<file path="src/rtl/chaotic_pkg.sv">
// Shared definitions for the chaotic z-iteration controller: float64 exponent
// field location, controller states and error-flag bit positions.
package chaotic_pkg;

    localparam int          FP64_EXP_MSB  = 62;
    localparam int          FP64_EXP_LSB  = 52;
    localparam logic [10:0] FP64_EXP_ALL1 = 11'h7FF;

    localparam int ERR_NAN = 0;
    localparam int ERR_TMO = 1;

    typedef enum logic [1:0] {
        IDLE,
        ISSUE,
        WAIT
    } state_t;

endpackage

</file>
<file path="src/rtl/chaotic_bit_fifo.sv">
// Synchronous first-word-fall-through FIFO holding the extracted bit words.
// The head entry is always visible on data while empty is low.
module chaotic_bit_fifo #(
    parameter int WIDTH = 8,
    parameter int DEPTH = 16
) (
    input  logic             clk,
    input  logic             rst,
    input  logic             push,
    input  logic [WIDTH-1:0] push_data,
    input  logic             pop,
    output logic [WIDTH-1:0] data,
    output logic             empty,
    output logic             full
);

    localparam int AW = $clog2(DEPTH);

    logic [WIDTH-1:0] mem [DEPTH];
    logic [AW-1:0]    wr_ptr;
    logic [AW-1:0]    rd_ptr;
    logic [AW:0]      count;
    logic             do_pop;
    logic             do_push;

    // A push into a full FIFO only lands when a pop frees the head slot in the same cycle.
    always_comb begin
        do_pop  = pop && !empty;
        do_push = push && (!full || do_pop);
    end

    // Storage array, no reset needed since count gates visibility.
    always_ff @(posedge clk) begin
        if (do_push) begin
            mem[wr_ptr] <= push_data;
        end
    end

    // Pointer and occupancy bookkeeping; pointers wrap naturally at DEPTH.
    always_ff @(posedge clk) begin
        if (rst) begin
            wr_ptr <= '0;
            rd_ptr <= '0;
            count  <= '0;
        end else begin
            if (do_push) begin
                wr_ptr <= wr_ptr + AW'(1);
            end
            if (do_pop) begin
                rd_ptr <= rd_ptr + AW'(1);
            end
            case ({do_push, do_pop})
                2'b10:   count <= count + (AW+1)'(1);
                2'b01:   count <= count - (AW+1)'(1);
                default: count <= count;
            endcase
        end
    end

    assign data  = mem[rd_ptr];
    assign empty = (count == '0);
    assign full  = (count == (AW+1)'(DEPTH));

    push_into_full: assert property (@(posedge clk) disable iff (rst) !(push && full && !pop));

endmodule

</file>
<file path="src/rtl/chaotic_z_iter_ctrl.sv">
// Iteration controller around the z-update stage: seeds z, issues one iterate at
// a time, feeds each result back as the next z, discards the warm-up transient
// and pushes B low mantissa bits of every kept iterate into an output FIFO.
module chaotic_z_iter_ctrl
    import chaotic_pkg::*;
#(
    parameter int DATA_WIDTH = 64,
    parameter int WARMUP     = 1000,
    parameter int B          = 8,
    parameter int LSB_OFS    = 0,
    parameter int FIFO_DEPTH = 16,
    parameter int TIMEOUT    = 512
) (
    input  logic                  clk,
    input  logic                  rst,
    input  logic                  start,
    input  logic [DATA_WIDTH-1:0] seed_z,
    input  logic [15:0]           n_samples,
    output logic                  zn_valid,
    output logic [DATA_WIDTH-1:0] zn,
    input  logic                  zn1_valid,
    input  logic [DATA_WIDTH-1:0] zn1,
    output logic                  out_valid,
    input  logic                  out_ready,
    output logic [B-1:0]          out_data,
    output logic                  busy,
    output logic                  done,
    output logic [1:0]            err
);

    localparam int TW = $clog2(TIMEOUT + 1);

    state_t        state;
    state_t        state_next;
    logic [31:0]   warm_cnt;
    logic [15:0]   keep_cnt;
    logic [TW-1:0] timer;

    logic          launch;
    logic          accept;
    logic          push;
    logic          nan_hit;
    logic          tmo_hit;
    logic          end_run;
    logic          exp_all1;
    logic          fifo_empty;
    logic          fifo_full;
    logic          fifo_pop;

    // State register; reset aborts any run in flight.
    always_ff @(posedge clk) begin
        if (rst) begin
            state <= IDLE;
        end else begin
            state <= state_next;
        end
    end

    // Next-state and per-cycle control strobes.
    always_comb begin
        state_next = state;
        zn_valid   = 1'b0;
        launch     = 1'b0;
        accept     = 1'b0;
        push       = 1'b0;
        nan_hit    = 1'b0;
        tmo_hit    = 1'b0;
        end_run    = 1'b0;
        exp_all1   = (zn1[FP64_EXP_MSB:FP64_EXP_LSB] == FP64_EXP_ALL1);
        case (state)
            IDLE: begin
                if (start) begin
                    launch = 1'b1;
                    if (n_samples == 16'd0) begin
                        end_run = 1'b1;
                    end else begin
                        state_next = ISSUE;
                    end
                end
            end
            ISSUE: begin
                // A kept iterate needs a free FIFO slot before it may be issued.
                if (!(warm_cnt == 32'd0 && fifo_full)) begin
                    zn_valid   = 1'b1;
                    state_next = WAIT;
                end
            end
            WAIT: begin
                if (zn1_valid) begin
                    accept = 1'b1;
                    if (exp_all1) begin
                        nan_hit    = 1'b1;
                        end_run    = 1'b1;
                        state_next = IDLE;
                    end else if (warm_cnt != 32'd0) begin
                        state_next = ISSUE;
                    end else begin
                        push = 1'b1;
                        if (keep_cnt == 16'd1) begin
                            end_run    = 1'b1;
                            state_next = IDLE;
                        end else begin
                            state_next = ISSUE;
                        end
                    end
                end else if (timer == TW'(TIMEOUT - 1)) begin
                    tmo_hit    = 1'b1;
                    end_run    = 1'b1;
                    state_next = IDLE;
                end
            end
            default: state_next = IDLE;
        endcase
    end

    // Datapath registers: current z, phase counters, issue timer, sticky errors, done pulse.
    always_ff @(posedge clk) begin
        if (rst) begin
            zn       <= '0;
            warm_cnt <= '0;
            keep_cnt <= '0;
            timer    <= '0;
            err      <= '0;
            done     <= 1'b0;
        end else begin
            done <= end_run;
            if (launch) begin
                zn       <= seed_z;
                warm_cnt <= 32'(WARMUP);
                keep_cnt <= n_samples;
                err      <= '0;
            end
            if (zn_valid) begin
                timer <= '0;
            end else if (state == WAIT) begin
                timer <= timer + TW'(1);
            end
            if (accept) begin
                zn <= zn1;
                if (!exp_all1 && warm_cnt != 32'd0) begin
                    warm_cnt <= warm_cnt - 32'd1;
                end
            end
            if (push) begin
                keep_cnt <= keep_cnt - 16'd1;
            end
            if (nan_hit) begin
                err[ERR_NAN] <= 1'b1;
            end
            if (tmo_hit) begin
                err[ERR_TMO] <= 1'b1;
            end
        end
    end

    assign busy      = (state != IDLE);
    assign out_valid = !fifo_empty;
    assign fifo_pop  = out_valid && out_ready;

    chaotic_bit_fifo #(
        .WIDTH (B),
        .DEPTH (FIFO_DEPTH)
    ) u_fifo (
        .clk       (clk),
        .rst       (rst),
        .push      (push),
        .push_data (zn1[LSB_OFS+B-1:LSB_OFS]),
        .pop       (fifo_pop),
        .data      (out_data),
        .empty     (fifo_empty),
        .full      (fifo_full)
    );

endmodule

</file>
<file path="config.mk">
export PLATFORM = sky130hd
export DESIGN_NAME = chaotic_z_iter_ctrl
export DESIGN_NICKNAME = d
export VERILOG_FILES = /design/src/rtl/chaotic_pkg.sv /design/src/rtl/chaotic_bit_fifo.sv /design/src/rtl/chaotic_z_iter_ctrl.sv
export SDC_FILE = /design/constraint.sdc
export NUM_CORES = 1
export LEC_CHECK = 0
export BUFFER_PORTS_ARGS = -buffer_cell sky130_fd_sc_hd__clkbuf_2
export CAP_MARGIN = 20
export CORE_AREA = 2 2 205 207
export CTS_CLUSTER_DIAMETER = 100
export DETAILED_ROUTE_END_ITERATION = 10
export DIE_AREA = 0 0 207 209
export PLACE_DENSITY_LB_ADDON = 0.2
export SLEW_MARGIN = 0
export SYNTH_ARGS = -nofsm -noshare
export SYNTH_HDL_FRONTEND = slang
export SYNTH_HIERARCHICAL = 1
export SYNTH_SLANG_ARGS = --single-unit
export TNS_END_PERCENT = 5
</file>
<file path="constraint.sdc">
create_clock -name clk -period 3.35 [get_ports clk]
set_input_delay 0.1675 -clock clk [delete_from_list [all_inputs] [get_ports clk]]
set_output_delay 0.1675 -clock clk [all_outputs]
set_load 0.01 [all_outputs]
</file>
# Yosys cells after proc, flatten, opt, wreduce, memory -nomap -nowiden
# Memories as Yosys holds them, arrays and structs flattened. A register that Yosys moved wholly into a read port is not among the register bits.
# Index checks and enable logic that the tools add are counted.
# op_classes
add_sub_neg	7
n_eq_ne	12
mux	47
reduce_logical	22
# op_table
cell	n
$mux W64	2
$mux W32	3
$logic_not A32 Y1	1
$mux W16	2
$reduce_bool A32 Y1	1
$sub A32 B1 Y32 const B	1
$mux W1	29
$eq A16 B1 Y1 const B	1
$logic_not A16 Y1	1
$sub A16 B1 Y16 const B	1
$mux W2	6
$reduce_bool A2 Y1	6
$eq A11 B11 Y1 const B	1
$add A10 B1 Y10 const B	1
$eq A10 B9 Y1 const B	1
$pmux W5 S2	1
$add A4 B1 Y4 const B	2
$mux W4	2
$ne A2 B2 Y1 const B	3
$pmux W2 S3	1
$add A5 B1 Y5 const B	1
$eq A5 B5 Y1 const B	1
$logic_and A1 B1 Y1	5
$logic_not A5 Y1	1
10 further kinds	14
# word_totals
reg_bits	140
ramBits	128
in_bits	149
out_inout_bits	78
word_cells	100
memories	1
# mem_list
memory	depth	width	rd	rd_ports_with_merged_regs	wr	line_no	text
u_fifo.mem	16	8	1	1	1	chaotic_bit_fifo.sv:19	logic [WIDTH-1:0] mem [DEPTH];

# Longest topological paths before layout
# logic_depth
depth_word	8
ltp_mapped	15
ltp_nobuf	14

# Hierarchy
# The synthesis kept the hierarchy.
# by_module_without_submodules
module	n_inst	cells_each	area_per_inst_um2	seq_area_each_um2
chaotic_z_iter_ctrl	1	802	6297.3	2542.4
chaotic_bit_fifo	1	322	5854.4	4184.0

# Least setup slack after synthesis
# No wires, ideal clock.
# synth_timing
path_type	reg-to-reg
startpoint	register warm_cnt[0]
endpoint	register u_fifo.count[4]
setup_ns	0.134
arrival_time_ns	3.251
required_time_ns	3.216
path_slack_ns	-0.035
stages_incl_launch_ff	16
path_buffers	1
period_less_slack_ns	3.385
path_cell_list	dfxtp_1 inv_1 ha_1 nor3b_1 and4_1 nand3_1 clkinv_1 clkbuf_1 nor2b_1 o21ai_4 inv_2 ha_1 nand2b_1 o2bb2ai_1 a2111oi_0 or4_1
# synth_between
elab_chain_cells	8
elab_cells_between_ends	10
classes_between	2 x eq/ne; 5 x mux; 3 x reduce/logical
# synth_rtl
item	line_no	text
start, declared	chaotic_z_iter_ctrl.sv:35	logic [31:0] warm_cnt;
start signal, assigned	chaotic_z_iter_ctrl.sv:129	warm_cnt <= 32'(WARMUP);
start signal, assigned	chaotic_z_iter_ctrl.sv:141	warm_cnt <= warm_cnt - 32'd1;
$reduce_bool A32 Y1 *	chaotic_z_iter_ctrl.sv:95	end else if (warm_cnt != 32'd0) begin
$mux W1 *	chaotic_z_iter_ctrl.sv:95	
$mux W1 *	chaotic_z_iter_ctrl.sv:91	if (exp_all1) begin
$mux W1 *	chaotic_z_iter_ctrl.sv:89	if (zn1_valid) begin
$mux W1 *	chaotic_z_iter_ctrl.sv:70	case (state)
net push	chaotic_z_iter_ctrl.sv:41	logic push;
$logic_and A1 B1 Y1 *	chaotic_bit_fifo.sv:29	do_push = push && (!full || do_pop);
$eq A2 B1 Y1 / $eq A2 B2 Y1 (equally long branches)	chaotic_bit_fifo.sv:52	case ({do_push, do_pop})
$pmux W5 S2 / $reduce_bool A2 Y1 (equally long branches)	--	
end signal, assigned	chaotic_bit_fifo.sv:53	2'b10: count <= count + (AW+1)'(1);
end signal, assigned	chaotic_bit_fifo.sv:54	2'b01: count <= count - (AW+1)'(1);
end signal, assigned	chaotic_bit_fifo.sv:55	default: count <= count;
end, declared	chaotic_bit_fifo.sv:22	logic [AW:0] count;
# The timed path passes the listed nets; every way through them passes the cells marked *.
# A chain may end at the register's enable or synchronous reset.

# Final worst setup path
# Same ends and word-level chain as after synthesis.

==> results.md <==
* Max VDD drop at 0.000293 V
* Commonest non-fill, non-tap cell in the layout: clkbuf_2
* Setup crit start kind: flip-flop
* Power Total at 0.00863 W
* IO Count at 227
* XOR/XNOR Fraction of Synth Area at 1.01%
* Worst Path Required at 3.73 ns
* Antenna viol nets, final at 0
* Root Buffer: clkbuf_16
* DRT Pass-1 Iters at 5
* Final period util at 94.5%
* Die H at 209 µm
* Post-synthesis cell count at 1124
* Total core area at 41300 µm²
* Synth Cell Area at 12200 µm²
* Hold Crit Start: zn1[37]
* Max-slew violations at 0
* Final HPWL DP at 24.0 mm
* Max transition margin at 42.0%
* Slowest-stage cell, CP: or4_1
* Max cap viols at 0
* Die X at 207 µm
* WL/cell at 17.9 µm
* Area share of the largest cell type after synthesis at 31.6%
* Cell family with most CP delay: simple AND/OR/NAND/NOR gates
* Initial Utilization at 29.4%
* Largest net degree at the start of global routing at 130
* Vias in the first global route at 10400
* Antenna violations before repair at 1
* Drt total wl at 36.5 mm
* Crit Path Max Fanout at 5
* Vias per inst at 5.07
* YS warnings at 6
* Fmax at 316 MHz
* Fin crit period at 3.16 ns
* Worst min path class: in -> reg
* Post-synthesis adder-cell area fraction at 1.40%
* Share of layout cells above drive strength 1 at 25.2%
* Total number of vias at 10300
* PwrDens at 524 nW/µm²
* Main combinational cell family by area after synthesis: simple AND/OR/NAND/NOR gates
* Setup Crit Path Kind: reg -> reg
* Postcts setup bufs at 0
* Mux cell area share after synthesis at 7.24%
* Row cnt at 75
* Util after Layout at 39.9%
* Critical R2R Launch: warm_cnt[0]
* Post-synthesis simple-gate area fraction at 19.6%
* Die area at 43300 µm²
* Layout Area Growth over Synthesis at 35.5%
* Worst Setup SP: warm_cnt[0]
* Buf/Inv on CP at 2
* Final TNS setup at 0 ns
* EDFF count, synth at 128
* First-pass GRT wire length at 57.7 mm
* Synth area leaders: edfxtp_1 32%, dfxtp_1 24%, mux4_2 5.9%
* Seq/Total Area, Yosys at 55.4%
* Drt initial violations at 482
* Syn Area/Cell at 10.8 µm²
* Nets@finish at 1633
* Diodes inserted at 0
* Sink Count at 272
* Setup Viol. Count Final at 0
* Htree depth at 2
* GP Congestion at 0.798
* Asr flop ratio synth at 0%
* Synth area leader: edfxtp_1
* PortBufs at 226
* TritonCTS clock tree: built
* Leak at 6.35 nW
* Clk_lat worst skew at 0.52 ns
* DRC viols at 0
* Final Hold Viols at 0
* Final Skew at 0.0226 ns
* Most frequent cells in the layout: 225 x clkbuf_2, 169 x nand2_1, 143 x dfxtp_1
* Crit path DAT at 3.55 ns
* Total CTS buffers at 34
* Post-synthesis register bit count at 272
* Synth Flop Type: dfxtp_1
* RSZ-0062 raised after global routing: false
* Slowest stage delay, CP at 0.47 ns
* Net Count, Synth at 1286
* CP Cell Sequence: inv_1 > ha_1 > nor3b_2 > and4_1 > nand3_1 > clkinv_1 > nor2b_1 > o21ai_4 > fa_1 > nand2b_1 > o2bb2ai_1 > nor3b_1 > or4_1
* Gr usage total at 16.6%
* Remaining global-route overflow at 0
* Clock buffer depth at 3
* Compound-Gate Fraction of Synth Area at 12.4%
* Outcome: finished, final reports clean
* CTS clock-pin slew for the worst setup and hold paths at 0.06 ns
* Unique masters post-synth at 68
* Worst setup EP type: flip-flop
* Slew @ Worst Pin at 0.868 ns
==> power breakdown <==
part | switching, W | internal (W) | leakage [nW]
clock | 0.00147 | 0.00247 | 0.590
sequential | 0.0000855 | 0.00359 | 2.33
combinational | 0.000568 | 0.000453 | 3.43
total | 0.00212 | 0.00651 | 6.35
==> cell type report <==
cell class	instances	area, µm²
repair buffers	387	2710
multi-input cells	757	5090
well taps	539	674
fillers	4063	24800
flip-flops and latches	272	6730
clock inverters	23	307
clock buffers	38	896
inverters	19	71.3
==> state kept, by name, summed over array words and instances (netlist names), named ones only <==
signal and flops:
warm_cnt 32, keep_cnt 16, err 2, timer 10, state 2, u_fifo/rd_ptr 4, zn 64, done 1
u_fifo/count 5, u_fifo/mem 128, u_fifo/wr_ptr 4
==> cells in the mapped netlist, types with 8 or more instances <==
cell	number
a21oi_1	26
a22oi_1	21
a311oi_1	68
a31oi_1	10
and2_1	15
clkbuf_1	62
dfxtp_1	144
edfxtp_1	128
ha_1	12
inv_1	17
mux2i_1	8
mux4_2	32
nand2_1	170
nand3_1	22
nand4_1	14
nor2_1	119
nor2b_1	10
nor3_1	21
nor3b_1	12
nor4_1	24
o211ai_1	14
o21ai_0	11
or3_1	15
or4_1	20
==> worst min-delay path, stage by stage <==
cell and delay, ns:
clkbuf_2 0.08, nor2_1 0.17, a311oi_1 0.07
==> routing by layer <==
| layer | track usage [%] | routed length (µm) |
|---|---|---|
| met1 | 20.8 | 15900 |
| met3 | 3.56 | 1950 |
| met2 | 28.9 | 18100 |
| met5 | 0 | 11 |
| met4 | 4.14 | 636 |
==> logic make-up after synthesis <==
logic type / count (synthesis)
adders and majority gates: 13
muxes: 47
and+or+nand+nor: 486
DFF: 272
buffers and inverters: 95
xor gates and xnor gates: 14
AOI/OAI and AO/OA: 197
==> repair_timing <==
item | 4_1_cts | 5_1_grt
hold buffers | 130 | 0
hold endpoints to repair | 78 | 0
setup endpoints to repair | 0 | 1
gates resized for setup | 0 | 1
==> stage by stage <==
step	instance area, µm²	hold WS (ns)	setup slack (ns)	instances
global route	16500	0.0212	0.0270	2035
floorplan	12200	0.266	0.0671	1124
global placement	14000	0.413	0.286	1844
detailed placement	14000	0.424	0.244	1844
finish	16500	0.0234	0.186	2035
CTS	16500	0.0106	0.206	2035
==> worst paths after layout <==
check                                        to  slack [ns]  cells past startpoint
worst max-delay path            u_fifo/count[4]        0.19                     13
worst min-delay path                     zn[37]        0.02                      3
worst max register to register  u_fifo/count[4]        0.19                     13
worst min register to register            zn[5]        0.49                      2
Note: power is estimated with default switching activity, not from simulation.
